`src/rtl/mem_port_arbiter_pkg.sv`:
```
// Shared types and constants for the memory port arbiter: owner and state
// encodings, the fetch access type and the load/store type width.
package mem_port_arbiter_pkg;

    localparam int LSB_TYPE_WIDTH   = 4;
    localparam int STARVE_CNT_WIDTH = 4;

    // Fetches always go out as an unsigned word read with no write data.
    localparam logic [LSB_TYPE_WIDTH-1:0] FETCH_TYPE = 4'b0010;

    typedef enum logic [1:0] {
        OWN_NONE = 2'd0,
        OWN_IF   = 2'd1,
        OWN_LD   = 2'd2,
        OWN_ST   = 2'd3
    } owner_e;

    typedef enum logic [1:0] {
        ST_IDLE    = 2'd0,
        ST_GRANT   = 2'd1,
        ST_RELEASE = 2'd2
    } arb_state_e;

endpackage

```
`src/rtl/mem_port_arbiter_if.sv`:
```
// Bundle of the three requester handshakes and the memory controller port.
// The slave modport is the arbiter's view; the master modport is the
// surrounding environment (fetch unit, load/store buffer, controller).
interface mem_port_arbiter_if;
    import mem_port_arbiter_pkg::*;

    logic                      if_en;
    logic [31:0]               if_addr;
    logic                      if_rdy;
    logic [31:0]               if_data;

    logic                      ld_en;
    logic [31:0]               ld_addr;
    logic [LSB_TYPE_WIDTH-1:0] ld_type;
    logic                      ld_rdy;
    logic [31:0]               ld_data;

    logic                      st_en;
    logic [31:0]               st_addr;
    logic [LSB_TYPE_WIDTH-1:0] st_type;
    logic [31:0]               st_wdata;
    logic                      st_rdy;

    logic                      mc_en;
    logic [31:0]               mc_addr;
    logic [LSB_TYPE_WIDTH-1:0] mc_type;
    logic [31:0]               mc_wdata;
    logic                      mc_rdy;
    logic [31:0]               mc_rdata;

    modport slave (
        input  if_en, if_addr,
        output if_rdy, if_data,
        input  ld_en, ld_addr, ld_type,
        output ld_rdy, ld_data,
        input  st_en, st_addr, st_type, st_wdata,
        output st_rdy,
        output mc_en, mc_addr, mc_type, mc_wdata,
        input  mc_rdy, mc_rdata
    );

    modport master (
        output if_en, if_addr,
        input  if_rdy, if_data,
        output ld_en, ld_addr, ld_type,
        input  ld_rdy, ld_data,
        output st_en, st_addr, st_type, st_wdata,
        input  st_rdy,
        input  mc_en, mc_addr, mc_type, mc_wdata,
        output mc_rdy, mc_rdata
    );

endinterface

```
`src/rtl/mem_port_arbiter_starve_counter.sv`:
```
// Saturating counter of consecutive load/store grants taken while a fetch
// was waiting. hit goes high once the count reaches LIMIT.
module mem_arb_starve_counter
    import mem_port_arbiter_pkg::*;
#(
    parameter int unsigned LIMIT = 4
) (
    input  logic clk_in,
    input  logic rst_n_in,
    input  logic en,
    input  logic clr,
    input  logic inc,
    output logic hit
);

    localparam logic [STARVE_CNT_WIDTH-1:0] LIMIT_V = STARVE_CNT_WIDTH'(LIMIT);

    logic [STARVE_CNT_WIDTH-1:0] cnt_q;

    // Count up to the limit and stick there; clear wins over increment.
    always_ff @(posedge clk_in or negedge rst_n_in) begin
        if (!rst_n_in) begin
            cnt_q <= '0;
        end else if (en) begin
            if (clr) begin
                cnt_q <= '0;
            end else if (inc && (cnt_q != LIMIT_V)) begin
                cnt_q <= cnt_q + 1'b1;
            end
        end
    end

    assign hit = (cnt_q == LIMIT_V);

endmodule

```
`src/rtl/mem_port_arbiter.sv`:
```
// Shares the memory controller's single load/store port between fetch,
// load and store. Fixed priority store > load > fetch; when
// MEM_ARB_STARVE_GUARD_EN is defined a fetch that has watched STARVE_LIMIT
// consecutive load/store grants is forced to win the next arbitration.
//
//  state   | meaning
//  --------+---------------------------------------------------------------
//  IDLE    | no request outstanding; arbitrate and latch the winner
//  GRANT   | mc_* held steady until the controller pulses mc_rdy
//  RELEASE | one dead cycle so the finished requester can drop its request
module mem_port_arbiter
    import mem_port_arbiter_pkg::*;
#(
    parameter int unsigned STARVE_LIMIT = 4
) (
    input  logic              clk_in,
    input  logic              rst_n_in,
    input  logic              rdy_in,
    input  logic              flush,
    output logic              busy,
    mem_port_arbiter_if.slave bus
);

    arb_state_e                state_q;
    arb_state_e                state_d;
    owner_e                    owner_q;
    owner_e                    pick;
    logic                      mc_en_q;
    logic [31:0]               mc_addr_q;
    logic [LSB_TYPE_WIDTH-1:0] mc_type_q;
    logic [31:0]               mc_wdata_q;
    logic [31:0]               sel_addr;
    logic [LSB_TYPE_WIDTH-1:0] sel_type;
    logic [31:0]               sel_wdata;
    logic                      flush_act;
    logic                      starve_hit;
    logic                      force_if;

    assign flush_act = flush & rdy_in;
    assign force_if  = starve_hit & bus.if_en;

`ifdef MEM_ARB_STARVE_GUARD_EN
    logic starve_clr;
    logic starve_inc;

    assign starve_clr = flush_act
                      | ((state_q == ST_IDLE) & (~bus.if_en | (pick == OWN_IF)));
    assign starve_inc = (state_q == ST_IDLE) & bus.if_en
                      & ((pick == OWN_LD) | (pick == OWN_ST));

    mem_arb_starve_counter #(
        .LIMIT (STARVE_LIMIT)
    ) u_starve (
        .clk_in   (clk_in),
        .rst_n_in (rst_n_in),
        .en       (rdy_in),
        .clr      (starve_clr),
        .inc      (starve_inc),
        .hit      (starve_hit)
    );
`else
    // Guard not built: fetch only wins when nothing else asks. The limit
    // appears here only so both builds share one parameter list.
    assign starve_hit = 1'b0 & (STARVE_LIMIT != 0);
`endif

    // Arbitration winner and the request fields it would present.
    always_comb begin
        pick      = OWN_NONE;
        sel_addr  = '0;
        sel_type  = '0;
        sel_wdata = '0;
        if (force_if) begin
            pick = OWN_IF;
        end else if (bus.st_en) begin
            pick = OWN_ST;
        end else if (bus.ld_en) begin
            pick = OWN_LD;
        end else if (bus.if_en) begin
            pick = OWN_IF;
        end
        case (pick)
            OWN_IF: begin
                sel_addr = bus.if_addr;
                sel_type = FETCH_TYPE;
            end
            OWN_LD: begin
                sel_addr = bus.ld_addr;
                sel_type = bus.ld_type;
            end
            OWN_ST: begin
                sel_addr  = bus.st_addr;
                sel_type  = bus.st_type;
                sel_wdata = bus.st_wdata;
            end
            default: ;
        endcase
    end

    // State register.
    always_ff @(posedge clk_in or negedge rst_n_in) begin
        if (!rst_n_in) begin
            state_q <= ST_IDLE;
        end else begin
            state_q <= state_d;
        end
    end

    // Next state; nothing advances while rdy_in is low.
    always_comb begin
        state_d = state_q;
        if (flush_act) begin
            state_d = ST_IDLE;
        end else if (rdy_in) begin
            case (state_q)
                ST_IDLE:    if (pick != OWN_NONE) state_d = ST_GRANT;
                ST_GRANT:   if (bus.mc_rdy)       state_d = ST_RELEASE;
                ST_RELEASE: state_d = ST_IDLE;
                default:    state_d = ST_IDLE;
            endcase
        end
    end

    // Controller request registers and owner; owner drops on leaving GRANT
    // so a late mc_rdy cannot reach a requester.
    always_ff @(posedge clk_in or negedge rst_n_in) begin
        if (!rst_n_in) begin
            mc_en_q    <= 1'b0;
            mc_addr_q  <= '0;
            mc_type_q  <= '0;
            mc_wdata_q <= '0;
            owner_q    <= OWN_NONE;
        end else if (flush_act) begin
            mc_en_q <= 1'b0;
            owner_q <= OWN_NONE;
        end else if (rdy_in) begin
            if ((state_q == ST_IDLE) && (pick != OWN_NONE)) begin
                mc_en_q    <= 1'b1;
                mc_addr_q  <= sel_addr;
                mc_type_q  <= sel_type;
                mc_wdata_q <= sel_wdata;
                owner_q    <= pick;
            end else if ((state_q == ST_GRANT) && bus.mc_rdy) begin
                mc_en_q <= 1'b0;
                owner_q <= OWN_NONE;
            end
        end
    end

    // Upstream done pulses and data routing, combinational from mc_rdy.
    always_comb begin
        busy        = (state_q != ST_IDLE);
        bus.if_rdy  = bus.mc_rdy & (owner_q == OWN_IF) & ~flush_act;
        bus.ld_rdy  = bus.mc_rdy & (owner_q == OWN_LD) & ~flush_act;
        bus.st_rdy  = bus.mc_rdy & (owner_q == OWN_ST) & ~flush_act;
        bus.if_data = bus.mc_rdata;
        bus.ld_data = bus.mc_rdata;
    end

    assign bus.mc_en    = mc_en_q;
    assign bus.mc_addr  = mc_addr_q;
    assign bus.mc_type  = mc_type_q;
    assign bus.mc_wdata = mc_wdata_q;

endmodule

```
`src/flat_wrapper.sv`:
```
// flat-port wrapper written by rule: the top's interface ports become plain ports
module mem_port_arbiter_flat import mem_port_arbiter_pkg::*;
#(
    parameter int unsigned STARVE_LIMIT = 4
)
  (clk_in, rst_n_in, rdy_in, flush, busy, bus_if_en, bus_if_addr, bus_if_rdy, bus_if_data, bus_ld_en, bus_ld_addr, bus_ld_type, bus_ld_rdy, bus_ld_data, bus_st_en, bus_st_addr, bus_st_type, bus_st_wdata, bus_st_rdy, bus_mc_en, bus_mc_addr, bus_mc_type, bus_mc_wdata, bus_mc_rdy, bus_mc_rdata);
  mem_port_arbiter_if bus_i ();
  input  logic clk_in;
  input  logic rst_n_in;
  input  logic rdy_in;
  input  logic flush;
  output logic busy;
  input wire logic [$bits(bus_i.if_en)-1:0] bus_if_en;
  input wire logic [$bits(bus_i.if_addr)-1:0] bus_if_addr;
  output wire logic [$bits(bus_i.if_rdy)-1:0] bus_if_rdy;
  output wire logic [$bits(bus_i.if_data)-1:0] bus_if_data;
  input wire logic [$bits(bus_i.ld_en)-1:0] bus_ld_en;
  input wire logic [$bits(bus_i.ld_addr)-1:0] bus_ld_addr;
  input wire logic [$bits(bus_i.ld_type)-1:0] bus_ld_type;
  output wire logic [$bits(bus_i.ld_rdy)-1:0] bus_ld_rdy;
  output wire logic [$bits(bus_i.ld_data)-1:0] bus_ld_data;
  input wire logic [$bits(bus_i.st_en)-1:0] bus_st_en;
  input wire logic [$bits(bus_i.st_addr)-1:0] bus_st_addr;
  input wire logic [$bits(bus_i.st_type)-1:0] bus_st_type;
  input wire logic [$bits(bus_i.st_wdata)-1:0] bus_st_wdata;
  output wire logic [$bits(bus_i.st_rdy)-1:0] bus_st_rdy;
  output wire logic [$bits(bus_i.mc_en)-1:0] bus_mc_en;
  output wire logic [$bits(bus_i.mc_addr)-1:0] bus_mc_addr;
  output wire logic [$bits(bus_i.mc_type)-1:0] bus_mc_type;
  output wire logic [$bits(bus_i.mc_wdata)-1:0] bus_mc_wdata;
  input wire logic [$bits(bus_i.mc_rdy)-1:0] bus_mc_rdy;
  input wire logic [$bits(bus_i.mc_rdata)-1:0] bus_mc_rdata;
  assign bus_i.if_en = bus_if_en;
  assign bus_i.if_addr = bus_if_addr;
  assign bus_if_rdy = bus_i.if_rdy;
  assign bus_if_data = bus_i.if_data;
  assign bus_i.ld_en = bus_ld_en;
  assign bus_i.ld_addr = bus_ld_addr;
  assign bus_i.ld_type = bus_ld_type;
  assign bus_ld_rdy = bus_i.ld_rdy;
  assign bus_ld_data = bus_i.ld_data;
  assign bus_i.st_en = bus_st_en;
  assign bus_i.st_addr = bus_st_addr;
  assign bus_i.st_type = bus_st_type;
  assign bus_i.st_wdata = bus_st_wdata;
  assign bus_st_rdy = bus_i.st_rdy;
  assign bus_mc_en = bus_i.mc_en;
  assign bus_mc_addr = bus_i.mc_addr;
  assign bus_mc_type = bus_i.mc_type;
  assign bus_mc_wdata = bus_i.mc_wdata;
  assign bus_i.mc_rdy = bus_mc_rdy;
  assign bus_i.mc_rdata = bus_mc_rdata;
  mem_port_arbiter #(.STARVE_LIMIT(STARVE_LIMIT)) u_core (.clk_in(clk_in), .rst_n_in(rst_n_in), .rdy_in(rdy_in), .flush(flush), .busy(busy), .bus(bus_i));
endmodule
```
`config.mk`:
```
export PLATFORM = sky130hd
export DESIGN_NAME = mem_port_arbiter_flat
export DESIGN_NICKNAME = d
export VERILOG_FILES = /design/src/rtl/mem_port_arbiter_pkg.sv /design/src/rtl/mem_port_arbiter_if.sv /design/src/rtl/mem_port_arbiter_starve_counter.sv /design/src/rtl/mem_port_arbiter.sv /design/src/flat_wrapper.sv
export SDC_FILE = /design/constraint.sdc
export NUM_CORES = 1
export LEC_CHECK = 0
export BUFFER_PORTS_ARGS = -buffer_cell sky130_fd_sc_hd__buf_2
export CAP_MARGIN = 30
export CORE_AREA = 3 3 120 122
export CTS_BUF_LIST = sky130_fd_sc_hd__clkbuf_16
export DETAILED_ROUTE_END_ITERATION = 6
export DIE_AREA = 0 0 123 125
export GPL_ROUTABILITY_DRIVEN = 1
export PLACE_DENSITY = 0.66
export SLEW_MARGIN = 20
export SYNTH_ARGS = -nofsm -noshare
export SYNTH_HDL_FRONTEND = slang
export SYNTH_SLANG_ARGS = --single-unit
```
`constraint.sdc`:
```
create_clock -name clk_in -period 1.65 [get_ports clk_in]
set_input_delay 0.2475 -clock clk_in [delete_from_list [all_inputs] [get_ports clk_in]]
set_output_delay 0.2475 -clock clk_in [all_outputs]
set_load 0.005 [all_outputs]
```
* Word level (Yosys, flattened, before mapping)
Index checks and enable logic that the tools add are counted.
** Cells by class
- Equal/unequal tests :: 9
- Reductions and logical operators :: 10
- Mux-type cells :: 19
- Bitwise operators :: 8
** Operator list (number)
- 32-bit one-hot mux with 3 select lines :: 1
- 32-bit 2-to-1 mux :: 1
- 2-bit 2-to-1 mux :: 10
- 4-bit one-hot mux with 3 select lines :: 1
- 2-bit equality test, second input constant :: 4
- 1-bit AND :: 7
- 2-bit by 1-bit equality test with 1-bit output, second input constant :: 3
- 3-bit AND reduction :: 2
- 2-bit nonzero test :: 3
- 1-bit 2-to-1 mux :: 5
- 2-bit one-hot mux with 2 select lines :: 1
- 3-bit by 1-bit != test with 1-bit output, second input constant :: 1
- 3-bit by 2-bit != test with 1-bit output, second input constant :: 1
- 3-bit nonzero test :: 1
- 1-bit logical AND :: 2
- 2-bit zero test :: 1
- 2-bit AND reduction :: 1
- 1-bit inverter :: 1
** Word-level totals
- Input port bits :: 176
- Output and inout port bits :: 137
- Flip-flop bits (word level) :: 73
- Logic and storage cells :: 52

* Depth between registers and ports, before layout
- Depth after elaboration :: 8
- Gate-level depth with buffers :: 7
- Mapped depth without buffers :: 3

* Worst setup path before layout
Ideal clock, no wire load.
- Path kind :: input to register
- From :: input bus_if_en
- To :: register u_core.mc_en_q, in the netlist u_core.bus.mc_en
- Cell stages on the path :: 7
- Library setup time :: 120 ps
- Required time :: 1530 ps
- Slack :: 66 ps
- Buffers on the path :: 4
- Data arrival time :: 1464 ps
- Path through :: buf_6 > or3_4 > and4b_1 > buf_6 > buf_6 > buf_6 > a31o_1
** On the way
- Word-level cells in the longest chain between the ends :: 8
- Elaborated cells between the ends (all ways) :: 10
- Those cells by class :: 6 x mux; 4 x reduce/logical
** RTL lines
- start, declared :: RTL line flat_wrapper.sv:13 : input wire logic [$bits(bus_i.if_en)-1:0] bus_if_en;
- 1-bit 2-to-1 mux (*) :: RTL line mem_port_arbiter.sv:79 : end else if (bus.if_en) begin
- 2-bit 2-to-1 mux (*) :: RTL line mem_port_arbiter.sv:77 : end else if (bus.ld_en) begin
- 2-bit 2-to-1 mux (*) :: RTL line mem_port_arbiter.sv:75 : end else if (bus.st_en) begin
- 2-bit nonzero test (*) :: RTL line mem_port_arbiter.sv:137 : if ((state_q == ST_IDLE) && (pick != OWN_NONE)) begin
- 1-bit logical AND (*) :: RTL line mem_port_arbiter.sv:137
- 1-bit 2-to-1 mux :: RTL line mem_port_arbiter.sv:137
- 1-bit 2-to-1 mux :: RTL line mem_port_arbiter.sv:136 : end else if (rdy_in) begin
- 1-bit 2-to-1 mux :: RTL line mem_port_arbiter.sv:133 : end else if (flush_act) begin
- end signal, assigned :: RTL line mem_port_arbiter.sv:134 : mc_en_q <= 1'b0;
- end signal, assigned :: RTL line mem_port_arbiter.sv:138 : mc_en_q <= 1'b1;
- end signal, assigned :: RTL line mem_port_arbiter.sv:144 : mc_en_q <= 1'b0;
- end, declared :: RTL line mem_port_arbiter.sv:28 : logic mc_en_q;
Mark *: on every way between the ends. The rest lies on a longest branch, timed or not. The select of a mux whose other input is x is not followed.
A chain may end at the register's enable or synchronous reset.

* Worst setup path in the final report
- From :: register u_core.state_q[0]
- To :: register u_core.mc_wdata_q[21], in the netlist u_core.bus.mc_wdata[21]
** On the way
- Word-level cells in the longest chain between the ends :: 3
** RTL lines
- start, declared :: RTL line mem_port_arbiter.sv:24 : arb_state_e state_q;
- start signal, assigned :: RTL line mem_port_arbiter.sv:105 : state_q <= state_d;
- 2-bit zero test :: RTL line mem_port_arbiter.sv:137
- 1-bit logical AND :: RTL line mem_port_arbiter.sv:137
- 3-bit AND reduction (no source line)
- end signal, assigned :: RTL line mem_port_arbiter.sv:141 : mc_wdata_q <= sel_wdata;
- end, declared :: RTL line mem_port_arbiter.sv:31 : logic [31:0] mc_wdata_q;
No other way between the ends.

==> results_dict.tcl <==
set metrics [dict create \
    crit_arrival_ps 1820 \
    final_nets 788 \
    drv_cap 0 \
    grt_pass1_wl_um 19640 \
    r2r_cells 5 \
    use_met2 0.2940 \
    synth_flop_cell "dfrtp_1" \
    die-area_sq_mm 0.01538 \
    status "finished, final reports clean" \
    synth.distinct_cells 27 \
    drtPass1Iterations 4 \
    ys_ff_latch 73 \
    final_common_cell "buf_2" \
    critPathKind "flip-flop to flip-flop" \
    hold_path.class "primary input to flip-flop" \
    drt-initial-drc-count 116 \
    busiest_layer "met2" \
    grt_util_met3 0.04878 \
    slew-limit-headroom 0.6412 \
    numCtsBuffers 9 \
    grt.total_usage 0.1619 \
    fin_util 0.4178 \
    cts_max_level 3 \
    power_density_mw_per_mm2 1153 \
    fill_cells 1325 \
    synth_edf_count 0 \
    rows 42 \
    finalWirelength_um 12680 \
    cts.reportedPaths.clkPinSlew_ps 60 \
    clk_latency_ps 330 \
    crit_required_ps 1890 \
    critPathCaptureType "flip-flop" \
    yosysSeqAreaShare 0.4125 \
    diodes 0 \
    io_pins 313 \
    chipHeight_um 125 \
    cts_setup_buffers 0 \
    cts_tree "done" \
    rr_endpoint "u_core.bus.mc_wdata[21]$_DFFE_PN0P_" \
    syn_avg_cell_area_sq_um 9.564 \
    period_share 0.9542 \
    wl_per_cell_um 15.98 \
    regToRegStartpoint "u_core.state_q[0]$_DFFE_PN0P_" \
    yosys_warnings 0 \
    p_leak_nw 2.735 \
    core_sq_mm 0.01330 \
    vias_per_cell 4.704 \
    gp_congestion 0.7727 \
    fin_skew_ps 6.199 \
    dp_cells 776 \
    final_layout_size_suffix_gt1_frac 0.4457 \
    clock-root-buffer "clkbuf_16" \
    grt.met1_usage 0.1613 \
    synth_fp_nets 639 \
    die_w_um 123 \
    antenna_found_initial 1 \
    dpl.hpwl_um 10150 \
    clock-sinks 73 \
    fmax_ghz 0.6352 \
    tns_ps 0 \
    async_reset_ff_frac 1.000 \
    grt_overflow_total 0 \
    worstPathMaxFanout 17 \
    rsz0062_at_grt "false" \
    vias 3730 \
    start_util 0.3331 \
    ir_drop_v 0.0004807 \
    portBuffers 216 \
    worstSetupEndpoint "u_core.bus.mc_wdata[21]$_DFFE_PN0P_" \
    post-route-min-period_ps 1574 \
    synthToLayoutAreaGrowth_pct 25.46 \
    worst_pin_slew_ps 538.2 \
    crit_start "u_core.state_q[0]$_DFFE_PN0P_" \
    final_cell_mix "buf_2 (215), dfrtp_1 (73), a21oi_1 (64)" \
    antenna_left 0 \
    maxSlewViolCount 0 \
    hold_violations 0 \
    cp-start-kind "flip-flop" \
    rrSetupSlack_ps 80 \
    drc 0 \
    finalSetupViolations 0 \
    grt_pass1_vias 4029 \
    clock_path_buffers 2 \
    syn_inst 463 \
    grt_max_degree 69 \
    fin_cells 793 \
    syn_area_sq_mm 0.004428 \
]
==> cells in the mapped netlist, types with 4 or more instances <==
library cell,instances,share of area
nor2b_1,35,0.049
buf_4,64,0.11
nand3b_1,32,0.054
mux2_1,5,0.013
mux2_2,31,0.079
dfrtp_1,73,0.41
buf_6,7,0.018
clkbuf_1,20,0.017
nand2_1,37,0.031
mux2i_1,35,0.079
a21oi_1,64,0.072
nor2_1,4,0.0034
inv_1,36,0.031
==> worst min path at each step <==
| stage | start | to | slack, ps | cells past startpoint |
|---|---|---|---|---|
| 6_report | bus_st_wdata[14] | u_core.bus.mc_wdata[14]$_DFFE_PN0P_ | 170 | 3 |
| 5_1_grt | bus_st_wdata[22] | u_core.bus.mc_wdata[22]$_DFFE_PN0P_ | 160 | 3 |
| 4_1_cts | bus_st_wdata[14] | u_core.bus.mc_wdata[14]$_DFFE_PN0P_ | 150 | 3 |
| 3_5_place_dp | rst_n_in | u_core.bus.mc_addr[11]$_DFFE_PN0P_ | 190 | 1 |
| 3_3_place_gp | rst_n_in | u_core.bus.mc_addr[13]$_DFFE_PN0P_ | 180 | 1 |
| 2_1_floorplan | rst_n_in | u_core.bus.mc_addr[0]$_DFFE_PN0P_ | -50 | 0 |
==> cell families after synthesis <==
family,synth area share
AOI/OAI and AO/OA,0.09127
buffers and inverters,0.1769
DFF,0.4125
muxes,0.1707
and+or+nand+nor,0.1486
==> per-layer routing <==
layer,wire length (um),up-vias
li1,-,1770
met1,4359,1749
met2,6690,140
met3,995,69
met4,617,2
met5,13,-
==> power by group <==
part / leakage, nW / switching (mW) / internal (mW) / total [mW]
combinational: 1.69 / 0.870 / 1.03 / 1.90
clock: 0.144 / 0.689 / 1.14 / 1.83
sequential: 0.898 / 0.318 / 2.36 / 2.68
total: 2.73 / 1.88 / 4.53 / 6.41
==> cell type report <==
class	count	area (sq um)	area share
Sequential cell	73	1827	0.3288
Timing Repair Buffer	232	1272	0.2291
Multi-Input combinational cell	260	1822	0.3279
Clock buffer	9	225.2	0.04054
Inverter	36	135.1	0.02432
Clock inverter	7	53.80	0.009685
Tap cell	176	220.2	0.03964
==> registers in the layout, indices dropped and copies added, names as in the netlist <==
register and flops:
u_core.bus.mc_wdata 32, u_core.owner_q 2, u_core.bus.mc_addr 32, u_core.state_q 2, u_core.bus.mc_type 4, u_core.bus.mc_en 1
==> worst max-delay path, stage by stage, from the launching register on <==
cell     delay [ps]
dfrtp_1         420
nor2_1          180
and4b_4         320
buf_12          190
buf_12          170
mux2i_1         220
==> repair_timing <==
item / CTS / global route
endpoints found under the hold margin: 26 / 0
hold buffers: 1 / 0
setup endpoints to repair: 0 / 4
resized for setup: 0 / 1
==> metrics by stage <==
step                      power, mW  instance area, sq um  hold WS, ps  worst slack [ps]
after floorplan               3.653                  4428       -48.09             66.11
after global placement        4.551                  5263        177.6             43.35
after detailed placement      4.642                  5263        186.3             17.19
after CTS                     6.513                  5552        154.4             85.39
after global routing          6.841                  5555        161.6             3.055
final                         6.408                  5555        165.8             75.58
No activity file was read; power rests on OpenSTA's default activity.
